$ cat config.mk
export PLATFORM = sky130hd
export DESIGN_NAME = multiplier_flat
export DESIGN_NICKNAME = d
export VERILOG_FILES = /design/src/rtl/mult_pkg.sv /design/src/rtl/multiplier_if.sv /design/src/rtl/multiplier.sv /design/src/flat_wrapper.sv
export SDC_FILE = /design/constraint.sdc
export NUM_CORES = 1
export LEC_CHECK = 0
export BUFFER_PORTS_ARGS = -buffer_cell sky130_fd_sc_hd__buf_4
export CAP_MARGIN = 5
export CORE_MARGIN = 2
export CORE_UTILIZATION = 45
export DETAILED_ROUTE_END_ITERATION = 8
export GPL_TIMING_DRIVEN = 0
export PLACE_DENSITY = 0.66
export SETUP_SLACK_MARGIN = 0.2
export SLEW_MARGIN = 25
export SYNTH_ARGS = -nofsm -noshare
export SYNTH_HDL_FRONTEND = slang
export SYNTH_SLANG_ARGS = --single-unit
$ cat constraint.sdc
create_clock -name clk -period 3.6 [get_ports clk]
set_clock_uncertainty 0.1 [all_clocks]
set_input_delay 1.08 -clock clk [delete_from_list [all_inputs] [get_ports clk]]
set_output_delay 1.08 -clock clk [all_outputs]
set_load 0.005 [all_outputs]
$ cat src/rtl/mult_pkg.sv
// Shared constants and types for the iterative shift-add multiplier.
package mult_pkg;

    localparam int WIDTH = 32;
    localparam int CNT_W = $clog2(WIDTH) + 1;

    typedef enum logic [1:0] {
        IDLE = 2'd0,
        BUSY = 2'd1,
        DONE = 2'd2
    } state_t;

endpackage

$ cat src/rtl/multiplier_if.sv
// Operand/result bundle between the pipeline and the multiplier; bit 0 of each vector is the MSB.
interface multiplier_if #(
    parameter int WIDTH = mult_pkg::WIDTH
);
    logic             Start;
    logic             Signed;
    logic [0:WIDTH-1] A;
    logic [0:WIDTH-1] B;
    logic [0:WIDTH-1] R;
    logic             Ready;

    modport master (
        output Start, Signed, A, B,
        input  R, Ready
    );

    modport slave (
        input  Start, Signed, A, B,
        output R, Ready
    );
endinterface

$ cat src/rtl/multiplier.sv
// Radix-2 shift-add multiplier: WIDTH cycles from Start to Ready, low WIDTH bits of A*B.
module multiplier
    import mult_pkg::*;
#(
    parameter int WIDTH = mult_pkg::WIDTH
) (
    input  logic        clk,
    input  logic        rst_n,
    multiplier_if.slave bus
);

    localparam int CW = $clog2(WIDTH) + 1;

    // Descending internal vectors: index 0 is the LSB here.
    logic [WIDTH-1:0] a_in;
    logic [WIDTH-1:0] b_in;
    logic [WIDTH-1:0] a_mag;
    logic [WIDTH-1:0] b_mag;
    logic [WIDTH-1:0] sum;

    state_t           state_reg,  state_next;
    logic [WIDTH-1:0] mcand_reg,  mcand_next;
    logic [WIDTH-1:0] mplier_reg, mplier_next;
    logic [WIDTH-1:0] acc_reg,    acc_next;
    logic [CW-1:0]    cnt_reg,    cnt_next;
    logic             neg_reg,    neg_next;
    logic [WIDTH-1:0] r_reg,      r_next;
    logic             ready_reg,  ready_next;

    assign a_in = bus.A;
    assign b_in = bus.B;

    assign a_mag = (bus.Signed && a_in[WIDTH-1]) ? -a_in : a_in;
    assign b_mag = (bus.Signed && b_in[WIDTH-1]) ? -b_in : b_in;

    assign sum = acc_reg + (mplier_reg[0] ? mcand_reg : '0);

    always_ff @(posedge clk) begin
        if (!rst_n) begin
            state_reg  <= IDLE;
            mcand_reg  <= '0;
            mplier_reg <= '0;
            acc_reg    <= '0;
            cnt_reg    <= '0;
            neg_reg    <= 1'b0;
            r_reg      <= '0;
            ready_reg  <= 1'b0;
        end else begin
            state_reg  <= state_next;
            mcand_reg  <= mcand_next;
            mplier_reg <= mplier_next;
            acc_reg    <= acc_next;
            cnt_reg    <= cnt_next;
            neg_reg    <= neg_next;
            r_reg      <= r_next;
            ready_reg  <= ready_next;
        end
    end

    always_comb begin
        state_next  = state_reg;
        mcand_next  = mcand_reg;
        mplier_next = mplier_reg;
        acc_next    = acc_reg;
        cnt_next    = cnt_reg;
        neg_next    = neg_reg;
        r_next      = r_reg;
        ready_next  = ready_reg;

        // Start wins in every state, so a pulse during BUSY restarts cleanly.
        if (bus.Start) begin
            mcand_next  = a_mag;
            mplier_next = b_mag;
            neg_next    = bus.Signed && (a_in[WIDTH-1] ^ b_in[WIDTH-1]);
            acc_next    = '0;
            cnt_next    = CW'(WIDTH);
            ready_next  = 1'b0;
            state_next  = BUSY;
        end else begin
            case (state_reg)
                BUSY: begin
                    acc_next    = sum;
                    mcand_next  = mcand_reg << 1;
                    mplier_next = mplier_reg >> 1;
                    cnt_next    = cnt_reg - 1'b1;
                    if (cnt_reg == CW'(1)) begin
                        r_next     = neg_reg ? -sum : sum;
                        ready_next = 1'b1;
                        state_next = DONE;
                    end
                end
                default: begin
                end
            endcase
        end
    end

    assign bus.R     = r_reg;
    assign bus.Ready = ready_reg;

endmodule

$ cat src/flat_wrapper.sv
// flat-port wrapper written by rule: the top's interface ports become plain ports
module multiplier_flat import mult_pkg::*;
#(
    parameter int WIDTH = mult_pkg::WIDTH
)
  (clk, rst_n, bus_Start, bus_Signed, bus_A, bus_B, bus_R, bus_Ready);
  multiplier_if #(.WIDTH(WIDTH)) bus_i ();
  input  logic clk;
  input  logic rst_n;
  input wire logic [$bits(bus_i.Start)-1:0] bus_Start;
  input wire logic [$bits(bus_i.Signed)-1:0] bus_Signed;
  input wire logic [$bits(bus_i.A)-1:0] bus_A;
  input wire logic [$bits(bus_i.B)-1:0] bus_B;
  output wire logic [$bits(bus_i.R)-1:0] bus_R;
  output wire logic [$bits(bus_i.Ready)-1:0] bus_Ready;
  assign bus_i.Start = bus_Start;
  assign bus_i.Signed = bus_Signed;
  assign bus_i.A = bus_A;
  assign bus_i.B = bus_B;
  assign bus_R = bus_i.R;
  assign bus_Ready = bus_i.Ready;
  multiplier #(.WIDTH(WIDTH)) u_core (.clk(clk), .rst_n(rst_n), .bus(bus_i));
endmodule
==> impl_metrics.py <==
metrics = {
    "status": {
        "outcome": "complete, but fails checks",
        "violations": "setup timing",
    },
    "synthesis": {
        "synth_warnings": 0,
        "syn_nets": 1470,
        "synth_seq_cells": 137,
        "synth_edf_count": 0,
        "syn_avg_cell_area_um2": 7.02,
        "yosys.area_share.simple": 0.268,
        "synthArstFlopShare": 0,
        "synth.area.mux_share": 0.00326,
        "syn_inst": 1365,
        "synth-xor-area-share": 0.100,
        "synth_compound_area_frac": 0.250,
        "ys.flop_type": "dfxtp_1",
        "seq_area_frac_synth": 0.286,
        "synth_top_family_by_area": "simple AND/OR/NAND/NOR gates",
        "synthAdderAreaFrac": 0.0491,
        "yosysUniqueCellTypes": 70,
        "syn_area_um2": 9590,
    },
    "route": {
        "vias": 10900,
        "wire_per_inst_um": 18.8,
        "via_per_inst": 5.89,
        "drt-initial-drc-count": 982,
        "remaining_drc_errors": 0,
        "drt_pass1_iterations": 6,
        "wirelength_mm": 34.9,
        "ant_nets": 0,
    },
    "timing": {
        "setup_viol": 17,
        "fmax_ghz": 0.247,
        "layout_setup_ws_ns": -0.450,
        "fin_crit_ns": 4.05,
        "slew_viol_final": 0,
        "worst_pin_slew_ns": 1.07,
        "finalCritPeriodShare": 1.12,
        "hold_viol": 0,
        "slew_headroom": 0.290,
        "tns_ns": -4.65,
        "rsz0062_at_grt": "true",
    },
    "clock_tree": {
        "cts.path.max_buffers": 2,
        "cts-root-buf": "clkbuf_16",
        "cts.sinks": 137,
        "clock_latency_ns": 0.45,
        "cts_tree": "built",
        "clk_pin_slew_ns": 0.07,
        "ctsHoldBuffers": 0,
        "cts_buffers": 17,
        "cts-htree-levels": 4,
    },
    "critical_path": {
        "crit_arrival_ns": 4.25,
        "crit_family": "compound AO/OA/AOI/OAI gates",
        "r2r-start": "u_core.mplier_reg[0]",
        "reg2reg_to": "u_core.bus.R[2]",
        "critPathLaunchType": "flip-flop",
        "rrSetupSlack_ns": -0.45,
        "cp_data_required_time_ns": 3.80,
        "r2r.worst_path.cells": 14,
        "crit_fanout": 8,
        "setup.worst_path.class": "reg2reg",
        "crit_start": "u_core.mplier_reg[0]",
        "path_cells": "buf_4 -> and2_4 -> ha_4 -> a21oi_4 -> o21ai_4 -> a2111oi_4 -> buf_4 -> a211oi_4 -> or3_4 -> and2_4 -> or4_4 -> o41ai_4 -> xnor2_2 -> a211oi_2",
        "critPathMaxStageDelay_ns": 0.49,
        "cp-end-kind": "flip-flop",
        "path_buf_inv": 2,
        "cp_slowest_cell": "or4_4",
    },
    "placed_design": {
        "placed_area_um2": 10800,
        "gp_congestion": 0.915,
        "preCtsSetupSlack_ns": -0.850,
        "portBuffers": 99,
        "dp_hpwl_mm": 23.0,
    },
    "global_route": {
        "antenna_found_initial": 0,
        "grt_max_degree": 17,
        "grt_pass1_wl_mm": 51.7,
        "grt_overflow": 0,
        "track_usage": 0.291,
        "grt_pass1_vias": 10100,
    },
    "cells_and_area": {
        "synthToLayoutAreaGrowth_pct": 40.3,
        "fillers": 1780,
        "final_common_cell": "nand2_1",
        "layout.nets": 1676,
        "drive_above_1_share": 0.258,
        "final_cell_mix": "nand2_1 (242), a21oi_1 (203), buf_4 (174)",
        "n_antenna_cell": 0,
        "design_area_um2": 13400,
    },
    "flow_run": {
        "maxCapViolCount": 0,
    },
    "pwr": {
        "peakVddDrop_v": 0.000332,
        "p_leak_nw": 5.11,
        "power_density_nw_per_um2": 318,
    },
    "die": {
        "rows": 53,
        "die_height_um": 150,
        "coreArea_um2": 21000,
        "top_level_ports": 101,
        "dieArea_um2": 22500,
        "die_w_um": 150,
        "initial_core_util": 0.458,
    },
    "worst_hold_path": {
        "hold_end": "u_core.bus.R[24]",
        "hp-start": "u_core.bus.R[24]",
        "hp-class": "reg2reg",
        "min_path_cells": 2,
    },
}
==> tightest hold or removal path, stage by stage, from the launching register on <==
cell and delay [ns]:
dfxtp_1 0.31, nand2_1 0.05, a21oi_1 0.05
==> where the power goes <==
part	internal [mW]	total [mW]	leakage, nW	switching (mW)
clock network	0.986	1.79	0.273	0.799
registers	1.58	1.62	1.12	0.0437
logic	0.365	0.866	3.72	0.501
==> layout make-up <==
type / count / area (µm²) / share of cell area
Timing Repair Buffer: 186 / 1460 / 0.108
Clock buffer: 19 / 443 / 0.0329
Clock inverter: 13 / 134 / 0.00995
Tap cell: 275 / 344 / 0.0256
Buffer: 83 / 418 / 0.0311
Sequential cell: 137 / 2750 / 0.204
Inverter: 21 / 78.8 / 0.00586
Multi-Input combinational cell: 1125 / 7830 / 0.582
==> cell usage after synthesis (all sizes together), types with 3 or more instances <==
cell type / number / area (µm²)
a2111oi: 3 / 32.5
nor4b: 3 / 26.3
dfxtp: 137 / 2740
xor2: 59 / 517
or3: 12 / 80.1
and3: 11 / 68.8
and4: 3 / 26.3
or4: 5 / 37.5
a21oi: 225 / 1140
o22ai: 3 / 18.8
a211oi: 29 / 235
a21o: 12 / 90.1
nand2: 247 / 935
a21boi: 5 / 37.5
and2: 44 / 275
a31oi: 6 / 37.5
clkbuf: 68 / 255
nand3: 16 / 80.1
o311ai: 4 / 35.0
nor3: 23 / 115
o211ai: 9 / 67.6
nor4: 14 / 87.6
nor2b: 9 / 56.3
xnor2: 51 / 447
or2: 4 / 25.0
o21bai: 4 / 33.8
o31ai: 13 / 97.6
o21ai: 52 / 260
o21a: 6 / 45.0
inv: 21 / 78.8
nand2b: 5 / 31.3
buf: 15 / 77.6
o41ai: 11 / 104
nand4: 12 / 75.1
ha: 36 / 450
nor2: 159 / 597
==> how the worst max path moves through the flow <==
stage          slack, ns         endpoint  cells past startpoint
2_1_floorplan      -0.08  u_core.bus.R[0]                     14
3_3_place_gp       -0.84  u_core.bus.R[4]                     14
3_5_place_dp       -0.85  u_core.bus.R[4]                     14
4_1_cts            -0.29  u_core.bus.R[2]                     15
5_1_grt            -0.56  u_core.bus.R[4]                     15
6_report           -0.45  u_core.bus.R[2]                     14
==> what timing repair did <==
action / CTS / global route
endpoints found under the hold margin: 0 / 0
cloned: 3 / 0
pin swaps: 70 / 50
setup buffers: 57 / 28
resized for setup: 182 / 90
setup endpoints to repair: 28 / 30
==> stage by stage <==
| step | hold WS [ns] | cells | util | total power [mW] |
|---|---|---|---|---|
| 5_1_grt | 0.387 | 1859 | 0.642 | 4.42 |
| 4_1_cts | 0.354 | 1831 | 0.611 | 4.18 |
| 3_5_place_dp | 0.347 | 1739 | 0.515 | 2.30 |
| 3_3_place_gp | 0.341 | 1739 | 0.515 | 2.29 |
| 2_1_floorplan | 0.341 | 1365 | - | 2.07 |
| 6_report | 0.350 | 1859 | 0.642 | 4.27 |
==> logic make-up after synthesis <==
group | Yosys count
AOI/OAI and AO/OA | 400
and+or+nand+nor | 574
adders and majority gates | 37
DFF | 137
muxes | 3
buffers and inverters | 104
xor gates and xnor gates | 110
==> metal layers <==
layer / routed length, µm / track usage / share of wire
met5: 0 / 0 / 0
met4: 2140 / 0.126 / 0.061
met3: 2720 / 0.0686 / 0.078
met2: 16500 / 0.507 / 0.47
met1: 13500 / 0.340 / 0.39
No activity file was read; power rests on OpenSTA's default activity.
